==> src/rtl/fft_r22sdf_ctrl.sv <==
// Control sequencer for a radix-2^2 SDF FFT pipeline: butterfly selects, twiddle addresses, output framing.
// Define FFT_CTRL_BITREV_EN to report idx_o as the natural-order bin number instead of raw output order.
module fft_r22sdf_ctrl #(
    parameter int unsigned LOG2N  = 6,
    parameter int unsigned TW_LAT = 3
) (
    input  logic                               clk_i,
    input  logic                               rst_n,
    input  logic                               valid_i,
    output logic                               zero_o,
    output logic [LOG2N/2-1:0]                 bfi_sel_o,
    output logic [LOG2N/2-1:0]                 bfii_sel_o,
    output logic [LOG2N/2-1:0]                 bfii_tsel_o,
    output logic [(LOG2N/2-1)*LOG2N-1:0]       tw_addr_o,
    output logic                               valid_o,
    output logic                               sync_o,
    output logic [LOG2N-1:0]                   idx_o,
    output logic                               busy_o,
    output logic                               err_o
);

    localparam int unsigned N    = 1 << LOG2N;
    localparam int unsigned NSTG = LOG2N / 2;

    function automatic int unsigned d_bfi(input int unsigned s);
        int unsigned d;
        d = 0;
        for (int unsigned i = 0; i < s; i++)
            d = d + (N >> (2*i + 1)) + (N >> (2*i + 2)) + TW_LAT;
        return d;
    endfunction

    function automatic int unsigned d_bfii(input int unsigned s);
        return d_bfi(s) + (N >> (2*s + 1));
    endfunction

    function automatic int unsigned d_mul(input int unsigned s);
        return d_bfii(s) + (N >> (2*s + 2));
    endfunction

`ifdef FFT_CTRL_BITREV_EN
    function automatic logic [LOG2N-1:0] bitrev(input logic [LOG2N-1:0] v);
        logic [LOG2N-1:0] r;
        for (int unsigned i = 0; i < LOG2N; i++)
            r[i] = v[LOG2N-1-i];
        return r;
    endfunction
`endif

    localparam int unsigned      D_TOT      = d_bfii(NSTG-1) + 1;
    localparam int unsigned      FW         = $clog2(D_TOT + 1);
    localparam logic [FW-1:0]    FILL_MAX   = FW'(D_TOT);
    localparam logic [FW-1:0]    DRAIN_LAST = FW'(D_TOT - 1);
    localparam logic [LOG2N-1:0] OC_OFF     = LOG2N'(D_TOT % N);

    typedef enum logic [1:0] {S_IDLE, S_RUN, S_DRAIN} state_t;

    state_t           state_q, state_nx;
    logic [LOG2N-1:0] ctr_q, ctr_nx;
    logic [FW-1:0]    fill_q, fill_nx;
    logic [FW-1:0]    drain_q, drain_nx;
    logic             err_q, err_nx;

    always_ff @(posedge clk_i) begin
        if (!rst_n) begin
            state_q <= S_IDLE;
            ctr_q   <= '0;
            fill_q  <= '0;
            drain_q <= '0;
            err_q   <= 1'b0;
        end else begin
            state_q <= state_nx;
            ctr_q   <= ctr_nx;
            fill_q  <= fill_nx;
            drain_q <= drain_nx;
            err_q   <= err_nx;
        end
    end

    // fill saturates at D_TOT: it only has to tell which units have seen their first sample
    always_comb begin
        state_nx = state_q;
        ctr_nx   = ctr_q;
        fill_nx  = fill_q;
        drain_nx = drain_q;
        err_nx   = err_q;
        zero_o   = 1'b0;
        case (state_q)
            S_IDLE: begin
                if (valid_i) begin
                    state_nx = S_RUN;
                    ctr_nx   = LOG2N'(1);
                    fill_nx  = FW'(1);
                end
            end
            S_RUN: begin
                ctr_nx = ctr_q + 1'b1;
                if (fill_q != FILL_MAX) fill_nx = fill_q + 1'b1;
                if (!valid_i) begin
                    if (ctr_q == '0) begin
                        state_nx = S_DRAIN;
                        drain_nx = '0;
                    end else begin
                        err_nx = 1'b1;
                        zero_o = 1'b1;
                    end
                end
            end
            S_DRAIN: begin
                ctr_nx = ctr_q + 1'b1;
                if (fill_q != FILL_MAX) fill_nx = fill_q + 1'b1;
                if (valid_i) err_nx = 1'b1;
                if (drain_q == DRAIN_LAST) begin
                    state_nx = S_IDLE;
                    ctr_nx   = '0;
                    fill_nx  = '0;
                    drain_nx = '0;
                end else begin
                    drain_nx = drain_q + 1'b1;
                end
            end
            default: state_nx = S_IDLE;
        endcase
    end

    // Controls are computed from next-state values so the registered outputs line up with ctr_q
    logic                         busy_nx, valid_nx, sync_nx;
    logic [LOG2N-1:0]             oc_nx, idx_nx;
    logic [NSTG-1:0]              bfi_nx, sel_nx, tsel_nx;
    logic [(NSTG-1)*LOG2N-1:0]    tw_nx;

    assign busy_nx  = (state_nx != S_IDLE);
    assign valid_nx = busy_nx && (fill_nx == FILL_MAX) &&
                      !((state_nx == S_DRAIN) && (drain_nx == DRAIN_LAST));
    assign oc_nx    = ctr_nx - OC_OFF;
    assign sync_nx  = valid_nx && (oc_nx == '0);
`ifdef FFT_CTRL_BITREV_EN
    assign idx_nx   = valid_nx ? bitrev(oc_nx) : '0;
`else
    assign idx_nx   = valid_nx ? oc_nx : '0;
`endif

    for (genvar s = 0; s < NSTG; s++) begin : g_stage
        localparam int unsigned   M   = LOG2N - 2*s;
        localparam logic [M-1:0]  DB  = M'(d_bfi(s));
        localparam logic [M-1:0]  DII = M'(d_bfii(s));
        localparam logic [FW-1:0] FB  = FW'(d_bfi(s));
        localparam logic [FW-1:0] FI  = FW'(d_bfii(s));
        logic       act_bi, act_ii;
        logic [1:0] top_ii;

        if (d_bfi(s) == 0) begin : g_bi_first
            assign act_bi = busy_nx;
        end else begin : g_bi_later
            assign act_bi = busy_nx && (fill_nx >= FB);
        end
        assign act_ii = busy_nx && (fill_nx >= FI);

        assign bfi_nx[s]  = act_bi && 1'(M'(ctr_nx[M-1:0] - DB) >> (M-1));
        assign top_ii     = 2'(M'(ctr_nx[M-1:0] - DII) >> (M-2));
        assign sel_nx[s]  = act_ii && top_ii[0];
        assign tsel_nx[s] = act_ii && !top_ii[1];

        if (s < NSTG-1) begin : g_tw
            localparam int unsigned   MN = M - 2;
            localparam logic [M-1:0]  DM = M'(d_mul(s));
            localparam logic [FW-1:0] FM = FW'(d_mul(s));
            logic [1:0]       q;
            logic [MN-1:0]    n;
            logic [LOG2N-1:0] prod;

            // quadrant -> twiddle multiple {0,2,1,3} is a bit swap of q
            assign q    = 2'(M'(ctr_nx[M-1:0] - DM) >> MN);
            assign n    = MN'(M'(ctr_nx[M-1:0] - DM));
            assign prod = LOG2N'({q[0], q[1]}) * LOG2N'(n);
            assign tw_nx[s*LOG2N +: LOG2N] =
                (busy_nx && (fill_nx >= FM)) ? (prod << (2*s)) : '0;
        end
    end

    always_ff @(posedge clk_i) begin
        if (!rst_n) begin
            bfi_sel_o   <= '0;
            bfii_sel_o  <= '0;
            bfii_tsel_o <= '0;
            tw_addr_o   <= '0;
            valid_o     <= 1'b0;
            sync_o      <= 1'b0;
            idx_o       <= '0;
            busy_o      <= 1'b0;
        end else begin
            bfi_sel_o   <= bfi_nx;
            bfii_sel_o  <= sel_nx;
            bfii_tsel_o <= tsel_nx;
            tw_addr_o   <= tw_nx;
            valid_o     <= valid_nx;
            sync_o      <= sync_nx;
            idx_o       <= idx_nx;
            busy_o      <= busy_nx;
        end
    end

    assign err_o = err_q;

endmodule

==> config.mk <==
export PLATFORM = sky130hd
export DESIGN_NAME = fft_r22sdf_ctrl
export DESIGN_NICKNAME = d
export VERILOG_FILES = /design/src/rtl/fft_r22sdf_ctrl.sv
export SDC_FILE = /design/constraint.sdc
export NUM_CORES = 1
export LEC_CHECK = 0
export CELL_PAD_IN_SITES_DETAIL_PLACEMENT = 1
export CELL_PAD_IN_SITES_GLOBAL_PLACEMENT = 2
export CORE_MARGIN = 5
export CORE_UTILIZATION = 33
export DETAILED_ROUTE_END_ITERATION = 8
export PLACE_DENSITY_LB_ADDON = 0.2
export RECOVER_POWER = 50
export SLEW_MARGIN = 20
export SYNTH_ARGS = -nofsm -noshare
export SYNTH_HDL_FRONTEND = slang
export SYNTH_SLANG_ARGS = --single-unit
==> constraint.sdc <==
create_clock -name clk_i -period 4.1 [get_ports clk_i]
set_input_delay 0.82 -clock clk_i [delete_from_list [all_inputs] [get_ports clk_i]]
set_output_delay 0.82 -clock clk_i [all_outputs]
set_load 0.03 [all_outputs]
# Word-level counts from Yosys, hierarchy flattened
# Cells that the tools add are included.
[word_totals] ff_bits=53 input_bits=3 output_inout_bits=32 wordCells=100
[classes] n_addsub=10 n_mul=2 n_lt_le_gt_ge=7 n_eq_ne=10 mux=23 reduce_logical=33
[ops] operator="7-bit 2-to-1 mux" n=6
[ops] operator="7-bit by 6-bit greater-or-equal comparator with 1-bit output, second input constant" n=5
[ops] operator="7-bit == test, second input constant" n=3
[ops] operator="7-bit one-hot mux with 3 select lines" n=1
[ops] operator="1-bit logical AND" n=20
[ops] operator="6-bit one-hot mux with 3 select lines" n=1
[ops] operator="7-bit by 1-bit adder with 7-bit output, second input constant" n=2
[ops] operator="7-bit greater-or-equal comparator, second input constant" n=2
[ops] operator="7-bit one-hot mux with 2 select lines" n=1
[ops] operator="6-bit zero test" n=2
[ops] operator="6-bit 2-to-1 mux" n=2
[ops] operator="6-bit subtractor, second input constant" n=2
[ops] operator="2-bit 2-to-1 mux" n=4
[ops] operator="4-bit subtractor, second input constant" n=2
[ops] operator="7-bit != test, second input constant" n=1
[ops] operator="6-bit by 1-bit adder with 6-bit output, second input constant" n=1
[ops] operator="2-bit by 4-bit multiplier with 6-bit output" n=1
[ops] operator="1-bit 2-to-1 mux" n=6
[ops] operator="2-bit != test, second input constant" n=3
[ops] operator="2-bit one-hot mux with 3 select lines" n=1
[ops] operator="2-bit AND reduction" n=3
[ops] operator="6-bit by 3-bit subtractor with 6-bit output, second input constant" n=1
[ops] operator="2-bit == test, second input constant" n=2
[ops] operator="1-bit zero test" n=4
[ops] operator="other kinds (8)" n=9

# Depth between registers and ports, before layout
[depth] word_depth=9 ltp_mapped=14 depth_no_buf=13

# Least setup slack after synthesis
# OpenSTA, ideal clock, no wires.
[synth_path] path_type="in2reg" startpoint="input port valid_i" endpoint="register tw_addr_o[10]" setup_ns=0.125 t_arrival_ns=2.751 path_slack_ns=1.224 path_stages=11 cell_sequence="nor2b_1 or2_2 clkbuf_2 a22oi_2 inv_1 ha_1 xor2_1 and2_1 ha_1 ha_1 nor2b_1"
[synth_between] word_cells_on_any_way=13 cone_classes="add/sub: 1; mul: 1; order compare: 1; mux: 7; reduce/logical: 3"
[synth_rtl] item="from (decl)" line="9" source="input logic valid_i,"
[synth_rtl] item="6-bit 2-to-1 mux" line="90" source="if (valid_i) begin"
[synth_rtl] item="6-bit one-hot mux with 3 select lines" line="88" source="case (state_q)"
[synth_rtl] item="named net ctr_nx[1]" line="59" source="logic [LOG2N-1:0] ctr_q, ctr_nx;"
[synth_rtl] item="4-bit subtractor" line="174" source="assign n = MN'(M'(ctr_nx[M-1:0] - DM));"
[synth_rtl] item="2-bit by 2-bit multiplier with 4-bit output" line="175" source="assign prod = LOG2N'({q[0], q[1]}) * LOG2N'(n);"
[synth_rtl] item="named net g_stage[1].g_tw.prod[2]" line="170" source="logic [LOG2N-1:0] prod;"
[synth_rtl] item="to (signal assigned)" line="195" source="tw_addr_o <= tw_nx;"
[synth_rtl] item="to (decl)" line="14" source="output logic [(LOG2N/2-1)*LOG2N-1:0] tw_addr_o,"
# The timed path passes the listed nets, and every way through them passes these cells.
# A chain may end at the register's enable or synchronous reset.

# Worst setup path after layout
# Same ends and word-level chain as after synthesis.

==> flow_metrics.env <==
export IMPL_clock_path_buffers=2
export IMPL_numPortBuffers=32
export IMPL_gr_total_overflow=0
export IMPL_fin_area_um2=3260
export IMPL_p_total_uw=1040
export IMPL_grt_pass1_wl_um=12300
export IMPL_vias=2296
export IMPL_grt_max_degree=20
export IMPL_drt_vias_per_instance=5.02
export IMPL_rsz0062_at_grt="no"
export IMPL_final_max_slew_viol_count=0
export IMPL_antenna_found_initial=0
export IMPL_yosysUniqueCellTypes=63
export IMPL_required_ns=4.30
export IMPL_die_w_um=101
export IMPL_async_reset_ff_share_pct=0
export IMPL_max_cap_violations=0
export IMPL_area_delta_synth_final_pct=18.4
export IMPL_avgSynthCellArea_um2=8.67
export IMPL_clk_latency_ns=0.31
export IMPL_postCtsSetupBuffers=0
export IMPL_ys_ff_latch=51
export IMPL_grt_usage_pct=15.1
export IMPL_clock_sinks=51
export IMPL_leakagePower_uw=0.00139
export IMPL_cts_tree="done"
export IMPL_finalSetupViolCount=0
export IMPL_cts_htree_levels=2
export IMPL_crit_chain="dlygate4sd3_1, nor2b_1, or2_2, a22oi_1, inv_1, ha_1, xor2_1, and2_1, ha_1, ha_1, nor2b_1"
export IMPL_rows=33
export IMPL_drt_iter0_drc=130
export IMPL_wirelength_um=7250
export IMPL_endpoint_kind="register"
export IMPL_hold_path_class="reg -> reg"
export IMPL_final_layout_size_suffix_gt1_share_pct=6.82
export IMPL_netlist_instances=318
export IMPL_max_slew_margin_rel_pct=50.8
export IMPL_cpLargestDelayFamily="simple AND/OR/NAND/NOR gates"
export IMPL_die_h_um=101
export IMPL_critPathSlowestCell="dlygate4sd3_1"
export IMPL_hold_buffers=0
export IMPL_synth_ff_type="dfxtp_1"
export IMPL_diodes=0
export IMPL_arrival_ns=3.61
export IMPL_start_util_pct=33.7
export IMPL_tightest_slew_ns=0.731
export IMPL_coreArea_um2=8180
export IMPL_period_share_pct=83.0
export IMPL_path_buf_inv=2
export IMPL_max_stage_delay_ns=0.66
export IMPL_start_kind="input port"
export IMPL_synth_edf_count=0
export IMPL_finalSetupTns_ns=0
export IMPL_die_area_um2=10300
export IMPL_ioPinCount=35
export IMPL_post_cts_resized=0
export IMPL_gp_congestion=0.790
export IMPL_crit_fanout=7
export IMPL_first_pass_iters=4
export IMPL_hold_viol_final=0
export IMPL_drtAntennaViolNets=0
export IMPL_final_core_util_pct=39.9
export IMPL_r2r_slack_ns=0.84
export IMPL_clockRootBuffer="clkbuf_8"
export IMPL_ir_worst_vdd_v=0.000177
export IMPL_nets=373
export IMPL_status="finished, final reports clean"
export IMPL_grt_pass1_vias=2451
export IMPL_fin_skew_ns=0.0109
export IMPL_placed_cell_area_um2=3190
export IMPL_timing_critical_path_mode_cell="ha_1"
export IMPL_yosysWarnings=0
export IMPL_powerDensity_nw_per_um2=318
export IMPL_path_class="in -> reg"
export IMPL_wl_per_cell_um=15.9
export IMPL_path_clk_slew_ns=0.10
export IMPL_dp_hpwl_um=5520
export IMPL_synth_area_um2=2760
export IMPL_drc_errors=0
export IMPL_tritoncts_num_buffers=5
export IMPL_min_period_ns=3.40
export IMPL_fmax_mhz=294
export IMPL_ys_seq_area_share_pct=37.0
## report_power, final
part / total (uW) / switching (uW) / internal [uW] / leakage, uW
clock: 316 / 178 / 139 / 0.0000516
combinational: 207 / 135 / 71.9 / 0.000928
sequential: 515 / 11.0 / 504 / 0.000412
total: 1040 / 324 / 715 / 0.00139
## worst reg2reg max path: stages, from the launching register on
cell,delay [ns]
dfxtp_1,0.41
inv_1,0.10
ha_1,0.22
and4bb_1,0.24
a21oi_1,0.52
a22o_1,0.56
nor2b_1,0.30
ha_1,0.27
a21o_1,0.15
a21oi_1,0.16
xor2_1,0.16
nor2_1,0.05
## area by class of cell
cell class	instances	area (um2)
Fill cell	983	4910
Multi-Input combinational cell	238	1590
Sequential cell	51	1020
Timing Repair Buffer	37	354
Tap cell	105	131
Clock buffer	6	82.6
Inverter	18	67.6
Clock inverter	2	13.8
## per-layer routing
layer,vias up,global-route usage (%),wire (um)
met3,8,2.89,149
met5,-,0,0
li1,1171,-,-
met2,20,23.9,3290
met4,0,3.89,99
met1,1097,21.1,3710
## synth_stat cells (3+ instances only)
cell,count,area [um2]
dfxtp_1,51,1020
nor2_1,41,154
a21oi_1,21,105
ha_1,18,225
inv_1,17,63.8
nand2_1,15,56.3
o21ai_0,14,70.1
and3_1,11,68.8
nor2b_1,10,62.6
nor3_1,10,50.1
nand3_1,9,45.0
xnor2_1,9,78.8
and2_1,7,43.8
buf_2,6,30.0
nor4_1,5,31.3
a211oi_1,4,30.0
a21o_1,4,30.0
a31oi_1,4,25.0
xor2_1,4,35.0
clkbuf_1,3,11.3
or3_1,3,18.8
## logic make-up (layout without fill, tap and decap cells)
kind of cell    Yosys count  after routing  share of synthesized area (%)
simple gates            126            126                           25.1
compound gates           76             76                           19.3
flops                    51             51                           37.0
buf+inv                  30             63                           4.67
fa+ha+maj                19             19                           8.90
xor+xnor                 13             13                           4.13
mux                       2              2                          0.726
other cells               1              2                          0.136
## final timing paths
| kind | cells past startpoint | from | to |
|---|---|---|---|
| worst max-delay path | 11 | valid_i | tw_addr_o[10]$_SDFF_PN0_ |
| worst min register to register | 2 | err_o$_SDFFE_PN0P_ | err_o$_SDFFE_PN0P_ |
| worst min-delay path | 2 | err_o$_SDFFE_PN0P_ | err_o$_SDFFE_PN0P_ |
| worst max register to register | 11 | drain_q[0]$_SDFF_PN0_ | tw_addr_o[4]$_SDFF_PN0_ |
## state kept, by name (all words and copies together), names as in the netlist
name / cells
valid_o: 1
idx_o: 6
fill_q: 7
bfii_tsel_o: 3
drain_q: 7
ctr_q: 6
busy_o: 1
bfii_sel_o: 3
bfi_sel_o: 3
err_o: 1
sync_o: 1
state_q: 2
tw_addr_o: 10
## placed cells by master (no fill, tap or decap), types with 2 or more instances in the layout
master and instances:
o21bai_1 2, dfxtp_1 51, a21oi_1 21, clkdlybuf4s50_1 3, a31oi_1 4, xor2_1 4, a22oi_1 3, o21a_1 2
a21o_1 4, and2_1 7, nand2b_1 2, o31ai_1 2, inv_1 18, buf_4 4, mux2i_1 2, and3_1 11
dlygate4sd3_1 29, clkbuf_8 6, nor4_1 5, or3_1 3, ha_1 18, nand2_1 15, nand3_1 9, a211oi_1 5
o2bb2ai_1 2, nor2_1 41, nor2b_1 10, o21ai_0 14, nor3_1 10, a22o_1 2, conb_1 2, xnor2_1 9
o31a_1 2
## stage by stage
step,setup WS (ns),std cells,hold slack [ns]
after floorplan,1.22,319,0.514
after global placement,0.544,449,0.512
after detailed placement,0.453,449,0.532
after CTS,0.771,457,0.560
after global routing,0.450,457,0.582
final,0.697,457,0.566
Power figures use the tool's default switching activity.
